`config.mk`:
```
export PLATFORM = sky130hd
export DESIGN_NAME = program_sequencer_stack
export DESIGN_NICKNAME = d
export VERILOG_FILES = /design/src/rtl/program_sequencer_stack.sv
export SDC_FILE = /design/constraint.sdc
export NUM_CORES = 1
export LEC_CHECK = 0
export ABC_AREA = 1
export BUFFER_PORTS_ARGS = -buffer_cell sky130_fd_sc_hd__buf_2
export CAP_MARGIN = 20
export CORE_UTILIZATION = 40
export CTS_CLUSTER_DIAMETER = 40
export DETAILED_ROUTE_END_ITERATION = 8
export GPL_TIMING_DRIVEN = 1
export PLACE_DENSITY = 0.67
export SLEW_MARGIN = 40
export SYNTH_ARGS = -nofsm -noshare
export SYNTH_HDL_FRONTEND = slang
export SYNTH_SLANG_ARGS = --single-unit
```
`constraint.sdc`:
```
create_clock -name clk -period 1.4 [get_ports clk]
set_input_delay 0.28 -clock clk [delete_from_list [all_inputs] [get_ports clk]]
set_output_delay 0.28 -clock clk [all_outputs]
set_load 0.05 [all_outputs]
```
`src/rtl/program_sequencer_stack.sv`:
```
// program_sequencer_stack: program counter with a call/return stack, sticky stack-error flags, and a hardware loop that exists only when SEQ_LOOP_EN is defined
module program_sequencer_stack #(
    parameter int PC_W = 8,
    parameter int STACK_DEPTH = 4,
    parameter int LOOP_W = 4
) (
    input  logic clk,
    input  logic reset,
    input  logic jmp,
    input  logic jmp_nz,
    input  logic zero_flag,
    input  logic call,
    input  logic ret,
    input  logic [PC_W-1:0] jmp_addr,
    input  logic loop_start,
    input  logic [LOOP_W-1:0] loop_cnt,
    input  logic loop_end,
    output logic [PC_W-1:0] pm_address,
    output logic [$clog2(STACK_DEPTH+1)-1:0] stack_level,
    output logic stack_ovf,
    output logic stack_unf
);
    localparam int LVL_W = $clog2(STACK_DEPTH+1);
    localparam int STK_W = STACK_DEPTH * PC_W;
    localparam logic [LVL_W-1:0] FULL = LVL_W'(STACK_DEPTH);
    logic [STK_W-1:0] stack;
    logic [PC_W-1:0] pc_inc, pc_next, loop_addr;
    logic full, empty, jump, redirect, push, pop, loop_back;
    assign pc_inc = pm_address + PC_W'(1);
    assign full = stack_level == FULL;
    assign empty = stack_level == '0;
    assign jump = call | jmp | (jmp_nz & ~zero_flag);
    assign redirect = ret | jump;
    assign push = ~ret & call & ~full;
    assign pop = ret & ~empty;
`ifdef SEQ_LOOP_EN
    logic loop_active;
    logic [LOOP_W-1:0] loop_count;
    assign loop_back = ~redirect & loop_end & loop_active & (loop_count != '0);
    always_ff @(posedge clk) begin
        if (reset) begin
            loop_active <= 1'b0;
            loop_count <= '0;
            loop_addr <= '0;
        end else if (!redirect) begin
            if (loop_start) begin
                loop_active <= 1'b1;
                loop_count <= loop_cnt;
                loop_addr <= pc_inc;
            end else if (loop_end && loop_active) begin
                loop_active <= loop_back;
                loop_count <= loop_back ? loop_count - LOOP_W'(1) : loop_count;
            end
        end
    end
`else
    logic loop_unused;
    assign loop_unused = ^{loop_start, loop_cnt, loop_end};
    assign loop_back = 1'b0;
    assign loop_addr = '0;
`endif
    // top of stack lives in the low PC_W bits; push shifts up, pop shifts down
    always_comb begin
        pc_next = pop ? stack[PC_W-1:0] : ret ? pc_inc : jump ? jmp_addr : loop_back ? loop_addr : pc_inc;
    end
    always_ff @(posedge clk) begin
        if (push)
            stack <= (stack << PC_W) | STK_W'(pc_inc);
        else if (pop)
            stack <= stack >> PC_W;
    end
    always_ff @(posedge clk) begin
        if (reset) begin
            pm_address <= '0;
            stack_level <= '0;
            stack_ovf <= 1'b0;
            stack_unf <= 1'b0;
        end else begin
            pm_address <= pc_next;
            stack_level <= push ? stack_level + LVL_W'(1) : pop ? stack_level - LVL_W'(1) : stack_level;
            stack_ovf <= stack_ovf | (~ret & call & full);
            stack_unf <= stack_unf | (ret & empty);
        end
    end
endmodule
```
# [Word level (Yosys, flattened, before mapping)]
# Cells that the tools add are included.
[op_classes] addsub=3 n_eq_ne=1 mux=7 bitwise=15 reduce_logical=2
[op_table] operator="$mux 32" n=2
[op_table] operator="$or 32x8->32" n=1
[op_table] operator="$mux 8" n=3
[op_table] operator="$add 8x1->8 const B" n=1
[op_table] operator="$and 1x1->1" n=6
[op_table] operator="$mux 3" n=2
[op_table] operator="$not 1->1" n=4
[op_table] operator="$or 1x1->1" n=4
[op_table] operator="$add 3x1->3 const B" n=1
[op_table] operator="$eq 3x3->1 const B" n=1
[op_table] operator="$logic_not 3->1" n=1
[op_table] operator="$sub 3x1->3 const B" n=1
[op_table] operator="$reduce_bool 2->1" n=1
[totals] reg_bits=45 in_bits=21 out_inout_bits=13

# [Longest topological paths before layout]
# Gate-level depths: netlist (run 1).
[logic_depth] word_depth=6 mapped_depth=15

# [Worst setup path before layout (run 1)]
# OpenSTA, ideal clock, no wires.
[synth_path] path_kind="flip-flop to flip-flop" startpoint="register stack_level[0]" endpoint="register stack_level[2]" t_arrival_ns=1.816 required_ns=1.283 slack_ns=-0.533 stages_incl_launch_ff=16 path_buffers=1 period_less_slack_ns=1.933 path_cell_list="dfxtp_1 -> inv_1 -> nand3_2 -> nand2_4 -> inv_2 -> buf_6 -> nand2_1 -> o21ai_0 -> inv_1 -> ha_1 -> inv_1 -> nand2_1 -> nand2_1 -> nand3_1 -> nand2_1 -> nor2_1"
[synth_via] elab_chain_cells=4 word_cells_on_any_way=11
[synth_rtl] element="start, declared" line="19" rtl="output logic [$clog2(STACK_DEPTH+1)-1:0] stack_level,"
[synth_rtl] element="start signal, assigned" line="80" rtl="stack_level <= push ? stack_level + LVL_W'(1) : pop ? stack_level - LVL_W'(1) : stack_level;"
[synth_rtl] element="parallel branches: the longest is 4 deep, another holds $sub 3x1->3"
# Several ways; the timed one is not identified. The select of a mux whose other input is x is not followed.
# A chain may end at the register's enable or synchronous reset.

# [Final worst setup path (run 1)]
# Same ends and word-level chain as after synthesis.

==> results.sh, run 1 <==
export IMPL_postCtsSetupRepairBufs=0
export IMPL_vias_per_cell=4.624
export IMPL_maxCapViolCount=0
export IMPL_routed_wl_mm=4.092
export IMPL_drc_errors=0
export IMPL_ys_types=25
export IMPL_top_usage_layer="met2"
export IMPL_grt_pass1_vias=1367
export IMPL_grt_util_met3_pct=4.418
export IMPL_fillers=482
export IMPL_path_cells="inv_4, nand3_4, nand2_4, inv_2, nand2_1, o21ai_1, inv_1, ha_2, inv_2, nand2_1, a21oi_2, nor2_1"
export IMPL_clock_root_buffer="clkbuf_8"
export IMPL_finalPower_mw=5.029
export IMPL_cts_resized=0
export IMPL_coreArea_sq_mm=0.005107
export IMPL_vias=1600
export IMPL_seq_area_sq_mm=0.001245
export IMPL_track_usage_pct=15.76
export IMPL_yosys_warnings=0
export IMPL_final_util_pct=50.37
export IMPL_multi_input_area_sq_um=788.3
export IMPL_fin_crit_ps=1351
export IMPL_grt_max_degree=31
export IMPL_core_rowCount=26
export IMPL_final_common_cell="nand2_1"
export IMPL_drv_slew=0
export IMPL_critical_path_max_stage_delay_ps=370
export IMPL_antenna_cells=0
export IMPL_clk_pin_slew_ps=90
export IMPL_die_x_um=75.01
export IMPL_met2_usage_pct=23.72
export IMPL_h_tree_depth=2
export IMPL_drtAntennaViolNets=0
export IMPL_grt_met1_usage_pct=21.44
export IMPL_synth_seq_cells=45
export IMPL_powerDensity_mw_per_mm2=1955
export IMPL_finalCritPeriodShare_pct=96.53
export IMPL_grt_pass1_wl_mm=6.389
export IMPL_gp_congestion=0.7499
export IMPL_synthCells=243
export IMPL_cts_hold_fix_buffers=0
export IMPL_die_h_um=75.01
export IMPL_syn_nets=266
export IMPL_syn_area_per_cell_sq_um=8.774
export IMPL_clock_sinks=45
export IMPL_final_cell_mix="70 x nand2_1, 32 x edfxtp_1, 28 x nor2_1, 27 x buf_2, 26 x o21ai_0"
export IMPL_layout_nets=298
export IMPL_drtIter0Drc=157
export IMPL_worstSetupPathType="reg -> reg"
export IMPL_crit_slowest_cell="dfxtp_4"
export IMPL_dieArea_sq_mm=0.005626
export IMPL_required_ps=1600
export IMPL_finalSetupViolCount=0
export IMPL_critPathMaxFanout=4
export IMPL_status="finished, final reports clean"
export IMPL_fmax_mhz=740.0
export IMPL_routedWlPerCell_um=11.83
export IMPL_worstSkewPairLatency_ps=300
export IMPL_tightest_slew_ps=339.1
export IMPL_synth_seq_area_share_pct=57.28
export IMPL_overflow=0
export IMPL_place_hpwl_mm=2.817
export IMPL_p_leak_nw=1.119
export IMPL_cts_buffer_depth=2
export IMPL_start_kind="flop"
export IMPL_io_buffers=27
export IMPL_syn_to_final_growth_pct=20.66
export IMPL_finalClockSkew_ps=12.96
export IMPL_irDropWorstVdd_mv=0.5653
export IMPL_ioPinCount=34
export IMPL_initial_core_util_pct=41.74
export IMPL_antenna_found_initial=0
export IMPL_first_pass_iters=5
export IMPL_relSlewSlack_pct=77.37
export IMPL_cts_tree="yes"
export IMPL_netlist_area_sq_mm=0.002132
export IMPL_end_kind="flop"
export IMPL_drive_gt1_share_pct=26.45
export IMPL_hold_path_class="in -> reg"
export IMPL_rsz0062_at_grt="true"
export IMPL_critPathArrivalTime_ps=1550
export IMPL_cts_buffers=5
export IMPL_finalHoldViolations=0
## metal layers
layer  up-vias  part of all wire, %
li1        850                    -
met1       717                   49
met2        31                   46
met3         2                  4.4
met4         0                 0.83
met5         -                    0
## path summary, 6_finish.rpt
check	from	to	slack (ps)	depth (start not counted)
max	stack_level[0]	stack_level[2]	50	12
min	reset	stack_level[1]	170	2
max reg2reg	stack_level[0]	stack_level[2]	50	12
min reg2reg	stack_unf	stack_unf	470	1
## synthesized netlist by cell type
cell | count | area (sq um)
o21bai_1 | 1 | 7.510
buf_4 | 1 | 7.510
nor2_4 | 1 | 11.26
o21ai_0 | 27 | 135.1
a31oi_1 | 1 | 6.260
inv_2 | 3 | 11.26
nor3_1 | 1 | 5.000
buf_2 | 2 | 10.01
inv_1 | 26 | 97.59
o21a_1 | 1 | 7.510
o21ai_2 | 2 | 17.52
a21oi_1 | 8 | 40.04
clkbuf_1 | 1 | 3.750
nand3_1 | 9 | 45.04
edfxtp_1 | 32 | 960.9
xnor2_1 | 1 | 8.760
nand3b_1 | 1 | 7.510
nand3_2 | 1 | 10.01
buf_6 | 4 | 45.04
ha_1 | 2 | 25.02
nand2_2 | 3 | 18.77
nand2_4 | 1 | 11.26
nor2_1 | 28 | 105.1
nand2_1 | 73 | 274.0
dfxtp_1 | 13 | 260.3
## sequential cells by signal, summed over array words and instances, names as in the netlist
name         cells
stack_ovf        1
stack_unf        1
stack           32
pm_address       8
stack_level      3
## critical path, delay by kind of cell, from the launching register on
kind,cells,cell delay (ps)
compound gates,2,210
flops,1,370
fa+ha+maj,1,170
buf+inv,4,210
simple gates,5,320
## where the power goes
part	total, mW	switching [mW]	leakage [nW]	internal (mW)
Clock	1.02	0.441	0.0574	0.580
Combinational	1.71	1.15	0.634	0.560
Sequential	2.30	0.253	0.428	2.05
## stage by stage
step | TNS, ps | instances | hold slack (ps) | setup slack (ps) | instance area, sq um
after floorplan | -242.9 | 243 | 339.4 | -141.3 | 2176
after global placement | -23.47 | 338 | 446.4 | -23.47 | 2415
after detailed placement | -49.69 | 338 | 449.9 | -49.69 | 2415
after CTS | 0 | 346 | 152.7 | 24.59 | 2535
after global routing | -113.5 | 346 | 162.2 | -45.17 | 2572
final | 0 | 346 | 170.2 | 48.60 | 2572
## cell type report
class                           instances  share of cell area (%)
Sequential cell                        45                   48.39
Multi-Input combinational cell        161                   30.64
Timing Repair Buffer                   33                   8.463
Inverter                               29                   4.426
Tap cell                               70                   3.405
Clock buffer                            6                   3.210
Clock inverter                          2                   1.459
## cell families (layout without fill, tap and decap cells)
kind of cell             Yosys count  count (layout)  share of synthesized area (%)
adder cells (fa/ha/maj)            2               2                          1.174
AO/OA/AOI/OAI                     40              40                          10.04
AND/OR/NAND/NOR                  118             118                          22.89
buffers and inverters             37              70                          8.216
XOR/XNOR                           1               1                         0.4109
flip-flops                        45              45                          57.28
Power figures use the tool's default switching activity.
==> inputs of run 2 (changes only) <==
CORE_MARGIN = 8   (was not set)
PLACE_DENSITY = 0.65   (was 0.67)
clock period = 1.3 ns   (was 1.4 ns; I/O delays follow)
==> results.sh, run 2 (same netlist as run 1, synthesis figures left out) <==
export IMPL_status="finished, violations left"
export IMPL_violations="negative setup slack"
export IMPL_cts_hold_fix_buffers=0
export IMPL_vias_per_cell=4.584
export IMPL_finalSetupViolCount=1
export IMPL_die_x_um=89.01
export IMPL_fin_crit_ps=1367
export IMPL_finalCritPeriodShare_pct=105.2
export IMPL_power_switching_mw=2.073
export IMPL_drtIter0Drc=91
export IMPL_r2r_start="stack_level[1]"
export IMPL_finalHoldViolations=0
export IMPL_syn_to_final_growth_pct=25.76
export IMPL_top_regs="stack: 32 flops, pm_address: 8 flops, stack_level: 3 flops"
export IMPL_clock_root_buffer="clkbuf_8"
export IMPL_worstSkewPairLatency_ps=310
export IMPL_whs_path_depth=2
export IMPL_tightest_slew_ps=338.5
export IMPL_powerDensity_mw_per_mm2=2095
export IMPL_finalNonFillerCells=356
export IMPL_p_sw_share_pct=36.89
export IMPL_place_hpwl_mm=3.048
export IMPL_track_usage_pct=11.17
export IMPL_dieArea_sq_mm=0.007922
export IMPL_hp_start="reset"
export IMPL_p_seq_share_pct=43.9
export IMPL_ff2ff_setup_slack_ps=-70
export IMPL_rsz0062_at_grt="true"
export IMPL_final_setup_tns_ps=-67.43
export IMPL_pre_cts_ws_ps=-102.9
export IMPL_coreArea_sq_mm=0.005140
export IMPL_vias=1632
export IMPL_p_leak_nw=1.170
export IMPL_finalWorstSetupSlack_ps=-67.43
export IMPL_first_pass_iters=4
export IMPL_grt_max_degree=30
export IMPL_grt_pass1_vias=1416
export IMPL_pwr_share_comb_pct=36.7
export IMPL_top_usage_layer="met2"
export IMPL_antenna_found_initial=0
export IMPL_relSlewSlack_pct=77.41
export IMPL_worstSetupPathType="reg -> reg"
export IMPL_met2_usage_pct=16.51
export IMPL_min_to="stack_level[1]"
export IMPL_seq_area_sq_mm=0.001246
export IMPL_critPathMaxFanout=4
export IMPL_cts_buffers=5
export IMPL_cts_buffer_depth=2
export IMPL_worst_r2r_path_depth=14
export IMPL_irDropWorstVdd_mv=0.7014
export IMPL_ioPinCount=34
export IMPL_routedWlPerCell_um=11.87
export IMPL_grt_met1_usage_pct=15.00
export IMPL_drc_errors=0
export IMPL_h_tree_depth=2
export IMPL_routed_wl_mm=4.227
export IMPL_initial_core_util_pct=41.48
export IMPL_required_ps=1500
export IMPL_dp_cells=347
export IMPL_core_rowCount=26
export IMPL_max_flop_register="stack"
export IMPL_die_h_um=89.01
export IMPL_p_int_mw=3.545
export IMPL_final_common_cell="nand2_1"
export IMPL_io_buffers=27
export IMPL_start_kind="flop"
export IMPL_gp_congestion=0.7360
export IMPL_clock_sinks=45
export IMPL_hold_path_class="in -> reg"
export IMPL_grt_util_met3_pct=3.033
export IMPL_overflow=0
export IMPL_multi_input_area_sq_um=810.8
export IMPL_antenna_cells=0
export IMPL_largest_reg_flops=32
export IMPL_reg2reg_to="stack_level[2]"
export IMPL_final_cell_mix="70 x nand2_1, 32 x edfxtp_1, 26 x o21ai_0, 25 x nor2_1"
export IMPL_grt_pass1_wl_mm=6.782
export IMPL_pwr_share_clk_pct=19.4
export IMPL_drive_gt1_share_pct=30.07
export IMPL_maxCapViolCount=0
export IMPL_fillers=500
export IMPL_finalClockSkew_ps=8.578
export IMPL_layout_nets=308
export IMPL_cts_tree="yes"
export IMPL_clk_pin_slew_ps=90
export IMPL_drv_slew=0
export IMPL_end_kind="flop"
export IMPL_fmax_mhz=731.3
export IMPL_critPathArrivalTime_ps=1570
export IMPL_drtAntennaViolNets=0
==> run 2: changes by cell type in the layout (fill, tap and decap cells not counted), sizes merged <==
| cell | previous run | this run |
|---|---|---|
| buf | 33 | 42 |
| clkinv | 0 | 1 |
==> run 2: through the flow <==
step	utilization, %	total power, mW	hold WS (ps)	instance area [sq um]
after floorplan	-	3.789	319.4	2195
after global placement	48.66	4.371	442.5	2501
after detailed placement	48.66	4.423	444.9	2501
after CTS	51.00	5.513	118.0	2621
after global routing	52.17	5.944	131.5	2681
final	52.17	5.618	126.3	2681
==> run 2: what timing repair did <==
item / 4_1_cts / 5_1_grt
gates resized for setup: 2 / 14
pin swaps: 1 / 6
buffers inserted: 0 / 2
setup endpoints to repair: 3 / 45
==> run 2: worst max-delay path: stages (launching register included) <==
cell	delay, ps
dfxtp_4	360
inv_4	40
nand3_4	80
nand2_4	50
inv_2	50
nand2_1	40
o21ai_1	80
inv_1	60
ha_2	180
inv_2	60
nand2_2	50
nand2_2	70
nand3_2	60
nand2_1	50
nor2_1	40
==> run 2: routing by layer <==
layer | share of wire [%] | up-vias
li1 | - | 870
met1 | 50 | 727
met2 | 45 | 31
met3 | 4.1 | 4
met4 | 0.95 | 0
met5 | 0 | -
==> run 2: final cells by class <==
type,instances,share of cell area [%]
repair buffers,43,11.48
clock buffers,5,2.566
multi-input cells,161,30.24
inverters,29,4.246
flip-flops and latches,45,46.48
well taps,70,3.266
clock inverters,3,1.727
==> run 2: worst max-delay path by stage <==
stage	from	endpoint	slack, ps	cells after the start
final	stack_level[1]	stack_level[2]	-70	14
after global routing	stack_level[1]	stack_level[2]	-190	14
after CTS	stack_level[0]	stack_level[2]	-50	14
after detailed placement	call	stack_level[2]	-100	15
after global placement	call	stack_level[2]	-80	15
after floorplan	stack_level[0]	stack_level[2]	-240	15
==> run 2: power groups by stage <==
stage	sequential, mW	combinational [mW]	clock (mW)
3_3_place_gp	2.47	1.91	0
6_report	2.47	2.06	1.09
4_1_cts	2.46	1.95	1.10
5_1_grt	2.54	2.26	1.14
2_1_floorplan	2.83	0.956	0
3_5_place_dp	2.49	1.93	0
==> inputs of run 3 (changes only) <==
CORE_MARGIN = 2   (was 8)
clock period = 1.4 ns   (was 1.3 ns; I/O delays follow)
==> results.sh, run 3 (same netlist as run 1, synthesis figures left out) <==
export IMPL_pre_cts_ws_ps=-30.04
export IMPL_maxCapViolCount=0
export IMPL_worst_r2r_path_depth=14
export IMPL_vias=1597
export IMPL_drtIter0Drc=87
export IMPL_coreArea_sq_mm=0.005140
export IMPL_place_hpwl_mm=2.879
export IMPL_reg2reg_to="stack_level[2]"
export IMPL_clk_pin_slew_ps=90
export IMPL_routedWlPerCell_um=11.24
export IMPL_critPathArrivalTime_ps=1550
export IMPL_cts_tree="yes"
export IMPL_p_leak_nw=1.144
export IMPL_end_kind="flop"
export IMPL_worstSetupPathType="reg -> reg"
export IMPL_p_int_mw=3.024
export IMPL_required_ps=1600
export IMPL_tightest_slew_ps=349.6
export IMPL_drc_errors=0
export IMPL_path_cells="inv_4, nand3_4, nand2_4, inv_2, nand2_1, o21ai_1, inv_1, ha_2, inv_2, nand2_1, nand2_2, nand3_2, nand2_1, nor2_1"
export IMPL_cp_common_cell="nand2_1"
export IMPL_core_rowCount=26
export IMPL_vias_per_cell=4.563
export IMPL_ff2ff_setup_slack_ps=50
export IMPL_crit_slowest_cell="dfxtp_4"
export IMPL_largest_reg_flops=32
export IMPL_die_h_um=77.01
export IMPL_antenna_cells=0
export IMPL_antenna_found_initial=0
export IMPL_fmax_mhz=738.6
export IMPL_finalPower_mw=4.874
export IMPL_min_to="stack_level[1]"
export IMPL_fin_area_sq_mm=0.002601
export IMPL_syn_to_final_growth_pct=22.01
export IMPL_final_cell_mix="72 x nand2_1, 32 x edfxtp_1, 27 x buf_2, 26 x o21ai_0, 26 x nor2_1"
export IMPL_powerDensity_mw_per_mm2=1874
export IMPL_finalCritPeriodShare_pct=96.71
export IMPL_first_pass_iters=4
export IMPL_layout_nets=302
export IMPL_clock_sinks=45
export IMPL_relSlewSlack_pct=76.67
export IMPL_cts_buffer_depth=2
export IMPL_r2r_start="stack_level[1]"
export IMPL_top_regs="stack: 32 flops, pm_address: 8 flops, stack_level: 3 flops"
export IMPL_finalClockSkew_ps=5.705
export IMPL_overflow=0
export IMPL_h_tree_depth=2
export IMPL_start_kind="flop"
export IMPL_initial_core_util_pct=41.48
export IMPL_drtAntennaViolNets=0
export IMPL_final_setup_tns_ps=0
export IMPL_fin_crit_ps=1354
export IMPL_finalWorstSetupSlack_ps=46.11
export IMPL_hold_path_class="in -> reg"
export IMPL_pwr_share_clk_pct=16.7
export IMPL_critical_path_max_stage_delay_ps=370
export IMPL_dp_cells=341
export IMPL_finalNonFillerCells=350
export IMPL_critPathMaxFanout=3
export IMPL_grt_pass1_vias=1482
export IMPL_worstSkewPairLatency_ps=300
export IMPL_pwr_share_comb_pct=36.2
export IMPL_drive_gt1_share_pct=26.79
export IMPL_whs_path_depth=2
export IMPL_irDropWorstVdd_mv=0.6043
export IMPL_status="finished, final reports clean"
export IMPL_gp_congestion=0.7465
export IMPL_track_usage_pct=14.38
export IMPL_finalHoldViolations=0
export IMPL_hp_start="reset"
export IMPL_cts_buffers=5
export IMPL_dieArea_sq_mm=0.005930
export IMPL_die_x_um=77.01
export IMPL_clock_root_buffer="clkbuf_8"
export IMPL_routed_wl_mm=3.935
export IMPL_final_util_pct=50.61
export IMPL_max_flop_register="stack"
export IMPL_grt_max_degree=31
export IMPL_holdWs_ps=154.3
export IMPL_finalSetupViolCount=0
export IMPL_rsz0062_at_grt="true"
export IMPL_p_sw_share_pct=37.96
export IMPL_ioPinCount=34
export IMPL_place_area_sq_mm=0.002462
export IMPL_p_seq_share_pct=47.1
export IMPL_grt_pass1_wl_mm=6.713
export IMPL_drv_slew=0
export IMPL_cts_hold_fix_buffers=0
export IMPL_io_buffers=27
export IMPL_final_common_cell="nand2_1"
export IMPL_power_switching_mw=1.850
## run 3: cell types whose count changed in the layout (fill, tap and decap cells not counted), moves of 2 or more
cell,previous run,this run
buf_12,3,6
buf_2,24,27
buf_4,14,3
nand2_1,70,72
nand2_2,5,3
## run 3: cell type report
type,count,area (sq um)
fill,493,2539
sequential,45,1245
multi-input combinational,161,774.5
timing repair buffer,37,289.0
inverter,29,113.9
tap,70,87.58
clock buffer,5,68.82
clock inverter,3,22.52
## run 3: power by group through the flow
stage          combinational (mW)  clock, mW  sequential (mW)
2_1_floorplan               0.880          0             2.62
3_3_place_gp                 1.67          0             2.29
3_5_place_dp                 1.70          0             2.32
4_1_cts                      1.70      0.837             2.28
5_1_grt                      1.95      0.893             2.35
6_report                     1.77      0.814             2.29
## run 3: routing by layer
layer / track usage (%) / share of wire, % / vias up
met3: 3.294 / 2.8 / 4
li1: - / - / 856
met4: 6.429 / 1.4 / 0
met1: 18.99 / 50 / 715
met5: 0 / 0 / -
met2: 22.63 / 46 / 22
## run 3: timing repair
action,4_1_cts,5_1_grt
resized for setup,0,8
buffers inserted,0,1
endpoints found under the setup margin,0,6
hold endpoints to repair,0,0
## run 3: critical path, delay by kind of cell, from the launching register on
family	cells	cell delay [ps]
compound gates	1	70
fa+ha+maj	1	160
buf+inv	4	200
flops	1	370
simple gates	8	470
## run 3: worst max path at each step
stage | start | end | slack [ps] | cells after the start
floorplan | stack_level[0] | stack_level[2] | -140 | 15
global placement | call | stack_level[2] | -10 | 15
detailed placement | call | stack_level[2] | -30 | 15
CTS | pm_address[0] | stack[4] | 10 | 6
global route | stack_level[1] | stack_level[2] | -60 | 14
finish | stack_level[1] | stack_level[2] | 50 | 14
